$ cat config.mk
export PLATFORM = sky130hd
export DESIGN_NAME = frv_mem_arbiter
export DESIGN_NICKNAME = d
export VERILOG_FILES = /design/src/rtl/frv_mem_pkg.sv /design/src/rtl/frv_mem_arb_idfifo.sv /design/src/rtl/frv_mem_arbiter.sv
export SDC_FILE = /design/constraint.sdc
export NUM_CORES = 1
export LEC_CHECK = 0
export BUFFER_PORTS_ARGS = -buffer_cell sky130_fd_sc_hd__buf_2
export CAP_MARGIN = 40
export CORE_AREA = 2 2 124 126
export DETAILED_ROUTE_END_ITERATION = 8
export DIE_AREA = 0 0 126 128
export GPL_TIMING_DRIVEN = 1
export SYNTH_ARGS = -nofsm -noshare
export SYNTH_HDL_FRONTEND = slang
export SYNTH_SLANG_ARGS = --single-unit
$ cat constraint.sdc
create_clock -name g_clk -period 2.6 [get_ports g_clk]
set_input_delay 0.26 -clock g_clk [delete_from_list [all_inputs] [get_ports g_clk]]
set_output_delay 0.26 -clock g_clk [all_outputs]
set_load 0.005 [all_outputs]
$ cat src/rtl/frv_mem_pkg.sv
// Shared types and widths for the frv memory arbiter slice.
package frv_mem_pkg;

  localparam int MEM_AW = 32;
  localparam int MEM_DW = 32;
  localparam int MEM_SW = 4;

  typedef enum logic {
    MID_I = 1'b0,
    MID_D = 1'b1
  } mem_id_t;

endpackage

$ cat src/rtl/frv_mem_arb_idfifo.sv
// In-order FIFO of master IDs for granted-but-unanswered requests.
// No bypass: a pushed ID becomes visible at the head one cycle later.
module frv_mem_arb_idfifo
  import frv_mem_pkg::*;
#(
  parameter int DEPTH = 2
) (
  input  logic    g_clk,
  input  logic    g_resetn,
  input  logic    i_push,
  input  mem_id_t i_pushId,
  input  logic    i_pop,
  output mem_id_t o_head,
  output logic    o_full,
  output logic    o_empty
);

  localparam int PW = (DEPTH > 1) ? $clog2(DEPTH) : 1;
  localparam int CW = $clog2(DEPTH) + 1;

  mem_id_t         r_mem [DEPTH];
  logic [PW-1:0]   r_wrPtr;
  logic [PW-1:0]   r_rdPtr;
  logic [CW-1:0]   r_count;
  logic            w_doPush;
  logic            w_doPop;

  // Pointers wrap at DEPTH, which need not fill the pointer width.
  function automatic logic [PW-1:0] nextPtr(input logic [PW-1:0] p);
    return (p == PW'(DEPTH - 1)) ? '0 : p + 1'b1;
  endfunction

  assign o_empty  = (r_count == '0);
  assign o_full   = (r_count == CW'(DEPTH));
  assign w_doPush = i_push && !o_full;
  assign w_doPop  = i_pop && !o_empty;
  assign o_head   = r_mem[r_rdPtr];

  always_ff @(posedge g_clk) begin
    if (w_doPush) r_mem[r_wrPtr] <= i_pushId;
  end

  always_ff @(posedge g_clk) begin
    if (!g_resetn) begin
      r_wrPtr <= '0;
      r_rdPtr <= '0;
      r_count <= '0;
    end else begin
      if (w_doPush) r_wrPtr <= nextPtr(r_wrPtr);
      if (w_doPop)  r_rdPtr <= nextPtr(r_rdPtr);
      case ({w_doPush, w_doPop})
        2'b10:   r_count <= r_count + 1'b1;
        2'b01:   r_count <= r_count - 1'b1;
        default: r_count <= r_count;
      endcase
    end
  end

endmodule

$ cat src/rtl/frv_mem_arbiter.sv
// Round-robin arbiter sharing one memory port between the instruction and
// data masters; responses are routed back in grant order via an ID FIFO.
module frv_mem_arbiter
  import frv_mem_pkg::*;
#(
  parameter int OUTSTANDING = 2
) (
  input  logic              g_clk,
  input  logic              g_resetn,

  input  logic              i_req,
  input  logic              i_wen,
  input  logic [MEM_SW-1:0] i_strb,
  input  logic [MEM_DW-1:0] i_wdata,
  input  logic [MEM_AW-1:0] i_addr,
  output logic              i_gnt,
  output logic              i_recv,
  output logic              i_error,
  output logic [MEM_DW-1:0] i_rdata,
  input  logic              i_ack,

  input  logic              d_req,
  input  logic              d_wen,
  input  logic [MEM_SW-1:0] d_strb,
  input  logic [MEM_DW-1:0] d_wdata,
  input  logic [MEM_AW-1:0] d_addr,
  output logic              d_gnt,
  output logic              d_recv,
  output logic              d_error,
  output logic [MEM_DW-1:0] d_rdata,
  input  logic              d_ack,

  output logic              s_req,
  output logic              s_wen,
  output logic [MEM_SW-1:0] s_strb,
  output logic [MEM_DW-1:0] s_wdata,
  output logic [MEM_AW-1:0] s_addr,
  input  logic              s_gnt,
  input  logic              s_recv,
  input  logic              s_error,
  input  logic [MEM_DW-1:0] s_rdata,
  output logic              s_ack
);

  logic    r_lock;
  mem_id_t r_lockId;
  mem_id_t r_lastId;

  mem_id_t w_sel;
  mem_id_t w_head;
  logic    w_full;
  logic    w_empty;
  logic    w_selReq;
  logic    w_xfer;
  logic    w_pop;

  // A stalled request stays with its master; otherwise the loser of the
  // previous transfer wins a conflict.
  always_comb begin
    w_sel = r_lastId;
    if (r_lock)              w_sel = r_lockId;
    else if (i_req && !d_req) w_sel = MID_I;
    else if (d_req && !i_req) w_sel = MID_D;
    else                      w_sel = (r_lastId == MID_I) ? MID_D : MID_I;
  end

  assign w_selReq = (w_sel == MID_D) ? d_req : i_req;
  assign s_req    = w_selReq && !w_full;
  assign s_wen    = (w_sel == MID_D) ? d_wen   : i_wen;
  assign s_strb   = (w_sel == MID_D) ? d_strb  : i_strb;
  assign s_wdata  = (w_sel == MID_D) ? d_wdata : i_wdata;
  assign s_addr   = (w_sel == MID_D) ? d_addr  : i_addr;

  assign w_xfer = s_req && s_gnt;
  assign i_gnt  = w_xfer && (w_sel == MID_I);
  assign d_gnt  = w_xfer && (w_sel == MID_D);

  assign i_recv  = s_recv && !w_empty && (w_head == MID_I);
  assign d_recv  = s_recv && !w_empty && (w_head == MID_D);
  assign i_rdata = i_recv ? s_rdata : '0;
  assign d_rdata = d_recv ? s_rdata : '0;
  assign i_error = i_recv && s_error;
  assign d_error = d_recv && s_error;

  // With nothing outstanding any response is spurious and simply absorbed.
  assign s_ack = w_empty ? 1'b1 : ((w_head == MID_D) ? d_ack : i_ack);
  assign w_pop = s_recv && s_ack && !w_empty;

  always_ff @(posedge g_clk) begin
    if (!g_resetn) begin
      r_lock   <= 1'b0;
      r_lockId <= MID_I;
      r_lastId <= MID_I;
    end else if (s_req && !s_gnt) begin
      r_lock   <= 1'b1;
      r_lockId <= w_sel;
    end else if (w_xfer) begin
      r_lock   <= 1'b0;
      r_lastId <= w_sel;
    end
  end

  frv_mem_arb_idfifo #(
    .DEPTH (OUTSTANDING)
  ) u_idfifo (
    .g_clk    (g_clk),
    .g_resetn (g_resetn),
    .i_push   (w_xfer),
    .i_pushId (w_sel),
    .i_pop    (w_pop),
    .o_head   (w_head),
    .o_full   (w_full),
    .o_empty  (w_empty)
  );

endmodule
After elaboration in Yosys (flattened, before gate mapping)
Memory sizes are Yosys's and may differ from the RTL's. A register that Yosys moved wholly into a read port is not among the register bits. Cells that the tools add are included.

Mux-type cells: 22. Equality and inequality tests: 3. Add/subtract/negate cells: 4. Bitwise logic cells: 3. Reductions and logical operators: 25.

Operators by type and width (count): 32-bit 2-to-1 mux (4); 1-bit logical AND (16); 1-bit 2-to-1 mux (16); 1-bit zero test (5); 2-bit == test (second input constant) (2); 4-bit 2-to-1 mux (1); 2-bit case mux with 2 select lines (1); 2-bit nonzero test (2); 1-bit NOT (3); 1-bit adder (second input constant) (2); 2-bit by 1-bit adder with 2-bit output (second input constant) (1); 2-bit by 1-bit == test with 1-bit output (second input constant) (1); 2-bit zero test (1); 2-bit AND reduction (1); 2-bit by 1-bit subtractor with 2-bit output (second input constant) (1).

Output and inout bits: 141. Memory bits (writable): 2. Memories: 1. Flip-flop bits (word level): 7. Word-level logic and storage cells: 64.

Memories: u_idfifo.r_mem (words 2, width 1, rd ports 1, clocked after Yosys merged registers in 1, wr ports 1, RTL line frv_mem_arb_idfifo.sv:21) `mem_id_t r_mem [DEPTH];`.

Depth between registers and ports, before layout
Depth after elaboration: 11. Gate-level depth with buffers: 8. Mapped depth without buffers: 7.

Hierarchy
Synthesis repeated with hierarchy kept, for this count alone.

Cell total of the unflattened synthesis: 211. Area, all modules: 2098.3 um^2.

By module, submodules not included: frv_mem_arbiter (times used 1, sequential area each 60.1 um^2, cells each 182, area an instance 1790.5 um^2); frv_mem_arb_idfifo (times used 1, sequential area each 160.2 um^2, cells each 29, area an instance 307.8 um^2).

Worst setup path after synthesis
No wires, ideal clock.

Kind: reg2reg. Start point: reg r_lockId. End point: reg u_idfifo.r_count[1]. Buffers on the path: 0. Arrival: 1.817 ns. Required time: 2.530 ns. Cell stages (with the launch flop): 7. Setup slack: 0.713 ns. Path through: dfxtp_1 > mux2i_1 > a2111oi_4 > inv_1 > ha_1 > or3_1 > a21oi_1.

Longest elaborated chain between the ends: 7. Elaborated cells on any way between the ends: 9. Classes of those cells: 2 x eq/ne; 3 x mux; 4 x reduce/logical.

RTL lines: start: declaration (RTL line frv_mem_arbiter.sv:46) `mem_id_t r_lockId;`; start signal: assignment (RTL line frv_mem_arbiter.sv:96) `r_lockId <= w_sel;`; 1-bit 2-to-1 mux * (RTL line frv_mem_arbiter.sv:61) `if (r_lock) w_sel = r_lockId;`; 1-bit 2-to-1 mux * (RTL line frv_mem_arbiter.sv:67) `assign w_selReq = (w_sel == MID_D) ? d_req : i_req;`; 1-bit logical AND * (RTL line frv_mem_arbiter.sv:68) `assign s_req = w_selReq && !w_full;`; 1-bit logical AND * (RTL line frv_mem_arbiter.sv:74) `assign w_xfer = s_req && s_gnt;`; 1-bit logical AND * (RTL line frv_mem_arb_idfifo.sv:35) `assign w_doPush = i_push && !o_full;`; 2-bit by 1-bit == test with 1-bit output or 2-bit == test (tied branches) (RTL line frv_mem_arb_idfifo.sv:51) `case ({w_doPush, w_doPop})`; 2-bit case mux with 2 select lines or 2-bit nonzero test (tied branches); end signal: assignment (RTL line frv_mem_arb_idfifo.sv:52) `2'b10: r_count <= r_count + 1'b1;`; end signal: assignment (RTL line frv_mem_arb_idfifo.sv:53) `2'b01: r_count <= r_count - 1'b1;`; end signal: assignment (RTL line frv_mem_arb_idfifo.sv:54) `default: r_count <= r_count;`; end: declaration (RTL line frv_mem_arb_idfifo.sv:24) `logic [CW-1:0] r_count;`.

Every way passes the cells marked *; elsewhere a longest branch is shown, timed or not. A chain may end at the register's enable or synchronous reset.

Worst setup path in the final report
Start point: reg r_lock. End point: out s_wdata[22].

Longest elaborated chain between the ends: 2.

RTL lines: start: declaration (RTL line frv_mem_arbiter.sv:45) `logic r_lock;`; start signal: assignment (RTL line frv_mem_arbiter.sv:91) `r_lock <= 1'b0;`; start signal: assignment (RTL line frv_mem_arbiter.sv:95) `r_lock <= 1'b1;`; start signal: assignment (RTL line frv_mem_arbiter.sv:98) `r_lock <= 1'b0;`; 1-bit 2-to-1 mux (RTL line frv_mem_arbiter.sv:61); 32-bit 2-to-1 mux (RTL line frv_mem_arbiter.sv:71) `assign s_wdata = (w_sel == MID_D) ? d_wdata : i_wdata;`; end: declaration (RTL line frv_mem_arbiter.sv:36) `output logic [MEM_DW-1:0] s_wdata,`.

Every way passes these cells.

==> flow_summary.json <==
{
  "status": "completed",
  "synth-main-ff-cell": "dfxtp_1",
  "final_area_um2": 3985,
  "via_per_inst": 3.742,
  "required_ns": 2.34,
  "cts.sinks": 10,
  "grt_use_total_pct": 11.16,
  "die_area_um2": 16130,
  "pwr-share-clk_pct": 16.6,
  "synthTopCellsByArea": "mux2_4 47%, and2_1 19%, dfxtp_1 7.3%, buf_12 6.4%, edfxtp_1 2.7%",
  "cts_setup_buffers": 0,
  "initial_core_util_pct": 14.80,
  "drc_errors": 0,
  "syn_area_um2": 2200,
  "period_share_pct": 90.63,
  "ys_ff_latch": 10,
  "ys_top_cells_by_count": "69 x mux2_4, 67 x and2_1, 8 x dfxtp_1",
  "slowest_stage": "dfxtp_1",
  "clockRootBuffer": "clkbuf_16",
  "routed_wl_um": 10340,
  "diodes": 0,
  "critical_path_arrival_ns": 2.10,
  "worstMarginPinSlew_ns": 0.6024,
  "syn_inst": 211,
  "cp-end-kind": "output pin",
  "hold_ws_ns": 0.2876,
  "layout.nets": 705,
  "cts_tree": "built",
  "overflow": 0,
  "area_delta_synth_final_pct": 81.17,
  "clkSlewWorstSetupHoldPaths_ns": 0.04,
  "synth_top_cell_by_area": "mux2_4",
  "irDropWorstVdd_v": 0.0003319,
  "fin_skew_ns": 0.002917,
  "fp.coreArea_um2": 14860,
  "power_mw": 1.650,
  "swShare_pct": 35.29,
  "grt_pass1_vias": 2460,
  "first_iter_violations": 116,
  "numCtsBuffers": 3,
  "drt_pass1_iterations": 4,
  "fmax_ghz": 0.4244,
  "num_rows": 45,
  "switchingPower_mw": 0.5822,
  "relSlewSlack_pct": 58.80,
  "fin_crit_ns": 2.356,
  "setup_viol": 0,
  "wl_per_cell_um": 14.52,
  "rsz0062_at_grt": "no",
  "cts_resized": 0,
  "portBuffers": 319,
  "pwr-share-comb_pct": 70.2,
  "gp_congestion": 0.8007,
  "dpl_cell_area_um2": 3906,
  "die_x_um": 126,
  "min_path_type": "in2reg",
  "drv_slew": 0,
  "yosysTopAreaCellShare_pct": 47.10,
  "antenna_left": 0,
  "avgSynthCellArea_um2": 10.42,
  "cts_max_level": 1,
  "yosysWarnings": 0,
  "vias": 2664,
  "synth_nets": 391,
  "crit_type": "reg2out",
  "seqPwrFrac_pct": 13.2,
  "seqCellArea_um2": 220.2,
  "setup_tns_ns": 0,
  "grt_max_degree": 70,
  "power_leakage_nw": 2.385,
  "path_cells": "or2b_2 > nand2_8 > buf_12 > mux2_4 > buf_2",
  "r2r_slack_ns": 0.67,
  "worst-path-max-fanout": 69,
  "antenna_found_initial": 0,
  "final_hold_viol_count": 0,
  "drive_above_1_share_pct": 76.15,
  "max_cap_violations": 0,
  "die_y_um": 128,
  "ios": 320,
  "yosysUniqueCellTypes": 32,
  "power.density_nw_per_um2": 414.0,
  "synth-async-reset-ratio_pct": 0,
  "place_hpwl_um": 9161,
  "yosysSeqAreaShare_pct": 10.01,
  "synth_edf_count": 2,
  "multiInputGateArea_um2": 1793,
  "cts_buffer_depth": 2,
  "cts_hold_buffers": 0,
  "grt_pass1_wl_um": 14170,
  "power.internal_mw": 1.068,
  "start_kind": "flip-flop",
  "n_fill_cell": 1640,
  "synth_most_common_cell": "mux2_4",
  "clock_latency_ns": 0.24,
  "max_stage_delay_ns": 0.41
}
-- metal layers --
layer	track usage, %	share of wire, %
met5	0	0
met4	3.038	1.8
met3	1.586	6.1
met2	19.23	51
met1	14.59	41
-- area by class of cell --
| type | instances | share of cell area, % |
|---|---|---|
| multi-input combinational | 182 | 44.99 |
| timing repair buffer | 323 | 41.13 |
| tap | 188 | 5.903 |
| sequential | 10 | 5.526 |
| clock buffer | 3 | 1.884 |
| inverter | 5 | 0.4710 |
| clock inverter | 1 | 0.09419 |
-- worst max-delay path, delay by kind of cell, from the launching register on --
family                 cells  cell delay (ns)
AND/OR/NAND/NOR            2             0.47
buffers and inverters      2             0.49
flip-flops                 1             0.41
multiplexers               1             0.37
-- path summary, 6_finish.rpt --
kind	start	end	cells past startpoint
worst max-delay path	r_lock	s_wdata[22]	5
worst min-delay path	g_resetn	r_lastId	2
worst max register to register	flip-flop	u_idfifo.r_count[1]	5
worst min register to register	r_lastId	r_lastId	2
-- kinds of logic (layout without fill, tap and decap cells) --
| kind of cell | after synthesis | in the layout | synth area share, % |
|---|---|---|---|
| AO/OA/AOI/OAI | 16 | 16 | 5.745 |
| XOR/XNOR | 4 | 4 | 1.593 |
| adder cells (fa/ha/maj) | 1 | 1 | 0.5687 |
| buffers and inverters | 19 | 332 | 8.475 |
| flip-flops | 10 | 10 | 10.01 |
| multiplexers | 73 | 73 | 48.92 |
| AND/OR/NAND/NOR | 88 | 88 | 24.69 |
-- cell usage in the layout, fill, tap and decap left out, types with 2 or more instances in the layout --
cell type and instances:
xnor2_1 3, buf_2 319, a21oi_1 3, clkbuf_16 3, nand4_1 2, inv_1 5, nor2_1 7, buf_4 3
mux2_4 69, mux2i_1 4, and2_1 67, dfxtp_1 8, nand2_1 3, o211ai_1 2, o21ai_0 5, nor2b_1 2
edfxtp_1 2
-- stage by stage --
step / std cells / util [%] / setup WS, ns
after global routing: 712 / 26.81 / 0.2021
after global placement: 708 / 26.28 / 0.5184
after floorplan: 211 / - / 0.7130
after detailed placement: 708 / 26.28 / 0.5246
final: 712 / 26.81 / 0.2436
after CTS: 712 / 26.81 / 0.2678
-- power groups by stage --
stage / logic (mW) / clock network, mW / registers (mW)
2_1_floorplan: 0.777 / 0 / 0.205
3_3_place_gp: 1.16 / 0 / 0.220
6_report: 1.16 / 0.274 / 0.218
3_5_place_dp: 1.16 / 0 / 0.221
5_1_grt: 1.24 / 0.291 / 0.225
4_1_cts: 1.16 / 0.281 / 0.219
-- flip-flops by register name, indices dropped and copies added, names as in the netlist, named ones only --
signal,cells
r_lastId,1
r_lock,1
r_lockId,1
u_idfifo.r_count,2
u_idfifo.r_mem,2
u_idfifo.r_rdPtr,1
u_idfifo.r_wrPtr,1
No activity file was read; power rests on OpenSTA's default activity.
